File: src/rtl/gray_ptr_ctrl.sv
// Single-clock FIFO pointer controller: binary and Gray read/write pointers,
// RAM addresses, full/empty/level and sticky overflow/underflow flags.
module gray_ptr_ctrl #(
  parameter int ADDR = 4
) (
  input  logic            clk,
  input  logic            reset,
  input  logic            push,
  input  logic            pop,
  output logic            push_ack,
  output logic            pop_ack,
  output logic [ADDR-1:0] waddr,
  output logic [ADDR-1:0] raddr,
  output logic [ADDR:0]   wgray,
  output logic [ADDR:0]   rgray,
  output logic            full,
  output logic            empty,
  output logic [ADDR:0]   level,
  output logic            ovf,
  output logic            udf
);

  // Gray pointers differ exactly in the top two bits when the FIFO is full.
  localparam logic [ADDR:0] FULL_XOR = (ADDR+1)'(3) << (ADDR-1);

  function automatic logic [ADDR:0] bin_gray(input logic [ADDR:0] b);
    return b ^ (b >> 1);
  endfunction

  logic [ADDR:0] wbin_q, wbin_d;
  logic [ADDR:0] rbin_q, rbin_d;
  logic [ADDR:0] wgray_q, wgray_d;
  logic [ADDR:0] rgray_q, rgray_d;
  logic [ADDR:0] level_q, level_d;
  logic          full_q, full_d;
  logic          empty_q, empty_d;
  logic          ovf_q, ovf_d;
  logic          udf_q, udf_d;

  always_comb begin
    push_ack = push & ~full_q & ~reset;
    pop_ack  = pop & ~empty_q & ~reset;
    wbin_d   = wbin_q + (ADDR+1)'(push_ack);
    rbin_d   = rbin_q + (ADDR+1)'(pop_ack);
    wgray_d  = bin_gray(wbin_d);
    rgray_d  = bin_gray(rbin_d);
    empty_d  = (wgray_d == rgray_d);
    full_d   = ((wgray_d ^ rgray_d) == FULL_XOR);
    level_d  = wbin_d - rbin_d;
    ovf_d    = ovf_q | (push & full_q);
    udf_d    = udf_q | (pop & empty_q);
  end

  always_ff @(posedge clk) begin
    if (reset) begin
      wbin_q  <= '0;
      rbin_q  <= '0;
      wgray_q <= '0;
      rgray_q <= '0;
      level_q <= '0;
      full_q  <= 1'b0;
      empty_q <= 1'b1;
      ovf_q   <= 1'b0;
      udf_q   <= 1'b0;
    end else begin
      wbin_q  <= wbin_d;
      rbin_q  <= rbin_d;
      wgray_q <= wgray_d;
      rgray_q <= rgray_d;
      level_q <= level_d;
      full_q  <= full_d;
      empty_q <= empty_d;
      ovf_q   <= ovf_d;
      udf_q   <= udf_d;
    end
  end

  assign waddr = wbin_q[ADDR-1:0];
  assign raddr = rbin_q[ADDR-1:0];
  assign wgray = wgray_q;
  assign rgray = rgray_q;
  assign full  = full_q;
  assign empty = empty_q;
  assign level = level_q;
  assign ovf   = ovf_q;
  assign udf   = udf_q;

endmodule

File: config.mk
export PLATFORM = sky130hd
export DESIGN_NAME = gray_ptr_ctrl
export DESIGN_NICKNAME = d
export VERILOG_FILES = /design/src/rtl/gray_ptr_ctrl.sv
export SDC_FILE = /design/constraint.sdc
export NUM_CORES = 1
export LEC_CHECK = 0
export CAP_MARGIN = 0
export CORE_ASPECT_RATIO = 0.8
export CORE_MARGIN = 8
export CORE_UTILIZATION = 30
export CTS_CLUSTER_SIZE = 40
export DETAILED_ROUTE_END_ITERATION = 8
export GPL_TIMING_DRIVEN = 0
export SYNTH_ARGS = -nofsm -noshare
export SYNTH_HDL_FRONTEND = slang
export SYNTH_SLANG_ARGS = --single-unit
File: constraint.sdc
create_clock -name clk -period 4.04 [get_ports clk]
set_input_delay 0.808 -clock clk [delete_from_list [all_inputs] [get_ports clk]]
set_output_delay 0.808 -clock clk [all_outputs]
set_load 0.01 [all_outputs]
==> run_results.csv <==
group,metric,value,unit
run_status,status,"complete, no violations",
finish,diodes,0,
clock_network,cts_root_buf,"clkbuf_8",
logic_synthesis,synth.distinct_cells,21,
route,routed-via-count,815,
global_routing,grt-ovfl-total,0,
place,dp_hpwl,1.90,mm
sta,finalHoldViolCount,0,
sta,drv_slew,0,
logic_synthesis,synthTopCellsByArea,"dfxtp_1, nor2_1, xnor2_1",
route,routed_wl,2.37,mm
pwr,total_power,509,uW
setup_path,worstPathMaxFanout,4,
setup_path,required,4.25,ns
floorplanning,die_h,70.7,um
global_routing,grt_pass1_vias,886,
clock_network,clk_pin_slew_worst_paths,0.09,ns
run,drv_cap,0,
clock_network,insertion_delay,0.27,ns
logic_synthesis,yosysSeqAreaShare,0.481,
setup_path,startpoint,"push",
setup_path,path_class,"in -> reg",
logic_synthesis,synth_edf_count,0,
sta,clock_skew,0.00593,ns
route,via_per_inst,4.34,
pwr,leakage,0.597,nW
floorplanning,io_pins,33,
route,drt_iter0_markers,34,
logic_synthesis,async_flop_share,0,
logic_synthesis,yosysWarningCount,0,
route,drc,0,
setup_path,cp.arrival,3.52,ns
sta,fmax,303,MHz
floorplanning,initial_core_util,0.303,
sta,slew_headroom,0.690,
logic_synthesis,ys_top_cells_by_count,"dfxtp_1, nor2_1, xnor2_1, ha_1, xor2_1",
sta,tightest_slew,0.466,ns
place,io_buffers,31,
pwr,p_per_area,332,nW/um^2
min_path,hold_path_class,"reg -> reg",
sta,min_period_over_period,0.817,
clock_network,cts_buffers,3,
global_routing,grt_pass1_wl,4.16,mm
clock_network,cts_hold_buf,0,
sta,rsz0062_at_grt,"no",
clock_network,ctsHtreeMaxLevel,1,
finish,drive_gt1_frac,0.0833,
finish,area_growth,36.6,%
logic_synthesis,syn_inst,109,
floorplanning,die_w,84.4,um
logic_synthesis,synth_area_per_cell,10.3,um^2
route,wl_per_cell,12.6,um
clock_network,ctsResizeCount,0,
setup_path,startpoint_type,"primary input",
global_routing,gr-usage-all-layers,0.0853,
global_routing,grt_max_degree,16,
sta,tns,0,ns
logic_synthesis,synth_flop_cell,"dfxtp_1",
floorplanning,die-area,5970,um^2
logic_synthesis,synth_top_area_cell,"dfxtp_1",
clock_network,cts.path.max_buffers,2,
sta,setup_violations,0,
logic_synthesis,synth.top_cell.area_share,0.481,
route,ant_nets,0,
logic_synthesis,yosysMostFrequentCell,"dfxtp_1",
clock_network,post_cts_buffers,0,
route,drt_pass1_iterations,4,
finish,n_fill_cell,377,
global_routing,grt_antenna_before_repair,0,
logic_synthesis,synth_nets,120,
place,place_congestion,0.808,
sta,period_needed,3.30,ns
logic_synthesis,ys_ff_latch,27,
setup_path,rr_startpoint,"full$_SDFF_PP0_",
floorplanning,core_region_area,3700,um^2
pwr,worst_ir_drop_vdd,0.129,mV
clock_network,clkSinkCount,27,
floorplanning,rows,20,
finish,layout.nets,156,
min_path,hold_start,"udf$_SDFF_PP0_",
clock_network,cts_tree,"built",
setup_path,crit_path_end_kind,"flop",
logic_synthesis,synth_area,1120,um^2
[path summary, 6_finish.rpt]
| check | slack (ns) | cells after the start | to |
|---|---|---|---|
| worst max-delay path | 0.74 | 10 | level[4]$_SDFF_PP0_ |
| worst min-delay path | 0.47 | 2 | udf$_SDFF_PP0_ |
| worst max register to register | 1.41 | 9 | level[4]$_SDFF_PP0_ |
| worst min register to register | 0.47 | 2 | udf$_SDFF_PP0_ |
[cell families after synthesis]
group,Yosys count,synth area share
AOI/OAI and AO/OA,5,0.0256
xor gates and xnor gates,21,0.197
adders and majority gates,10,0.114
DFF,27,0.481
and+or+nand+nor,39,0.150
buffers and inverters,7,0.0323
[layer usage]
| metal | up-vias | share of wire | track usage |
|---|---|---|---|
| met1 | 378 | 0.45 | 0.0969 |
| met2 | 19 | 0.47 | 0.140 |
| li1 | 413 | - | - |
| met3 | 5 | 0.056 | 0.0220 |
| met4 | 0 | 0.025 | 0.0531 |
| met5 | - | 0 | 0 |
[cell usage in the layout (no fill, tap or decap), drive strengths merged]
cell type / Yosys / final
xor2: 9 / 9
nor3b: 2 / 2
nand3: 4 / 4
clkinv: 0 / 1
a31o: 1 / 1
inv: 4 / 4
and2: 1 / 1
maj3: 3 / 3
nor3: 4 / 4
clkbuf: 3 / 6
clkdlybuf4s50: 0 / 31
fa: 1 / 1
xnor2: 12 / 12
nand2: 3 / 3
nor2: 24 / 24
ha: 6 / 6
nor2b: 1 / 1
a21oi: 4 / 4
dfxtp: 27 / 27
[critical path, cell delays in order]
cell	delay, ns
clkdlybuf4s50_1	0.47
nor3b_1	0.31
ha_1	0.24
ha_1	0.23
inv_1	0.11
fa_1	0.45
maj3_2	0.33
maj3_2	0.31
xor2_1	0.16
nor2_1	0.10
[per-stage QoR]
stage / setup slack, ns / hold WS (ns) / cell area (um^2) / std cells / utilization
final: 0.738 / 0.473 / 1540 / 188 / 0.415
after global routing: 0.567 / 0.547 / 1540 / 188 / 0.415
after CTS: 0.703 / 0.482 / 1540 / 188 / 0.415
after detailed placement: 0.426 / 0.458 / 1490 / 184 / 0.402
after global placement: 0.408 / 0.451 / 1490 / 184 / 0.402
after floorplan: 0.726 / 0.502 / 1120 / 109 / -
[cell type report]
cell class / instances / area, um^2 / area share
clock buffer: 3 / 41.3 / 0.0269
clock inverter: 1 / 5.00 / 0.00326
tap: 44 / 55.1 / 0.0359
timing repair buffer: 31 / 310 / 0.202
buffer: 3 / 21.3 / 0.0139
sequential: 27 / 541 / 0.352
multi-input combinational: 75 / 547 / 0.356
inverter: 4 / 15.0 / 0.00978
[flip-flops by register name, indices dropped and copies added (netlist names)]
register  cells
wbin_q        5
level         5
wgray         4
ovf           1
rbin_q        5
full          1
udf           1
empty         1
rgray         4
[report_power, final]
| group | switching [mW] | total, mW | internal [mW] |
|---|---|---|---|
| sequential | 0.00437 | 0.282 | 0.277 |
| combinational | 0.0352 | 0.0768 | 0.0416 |
| clock | 0.0820 | 0.151 | 0.0690 |
Note: power is estimated with default switching activity, not from simulation.
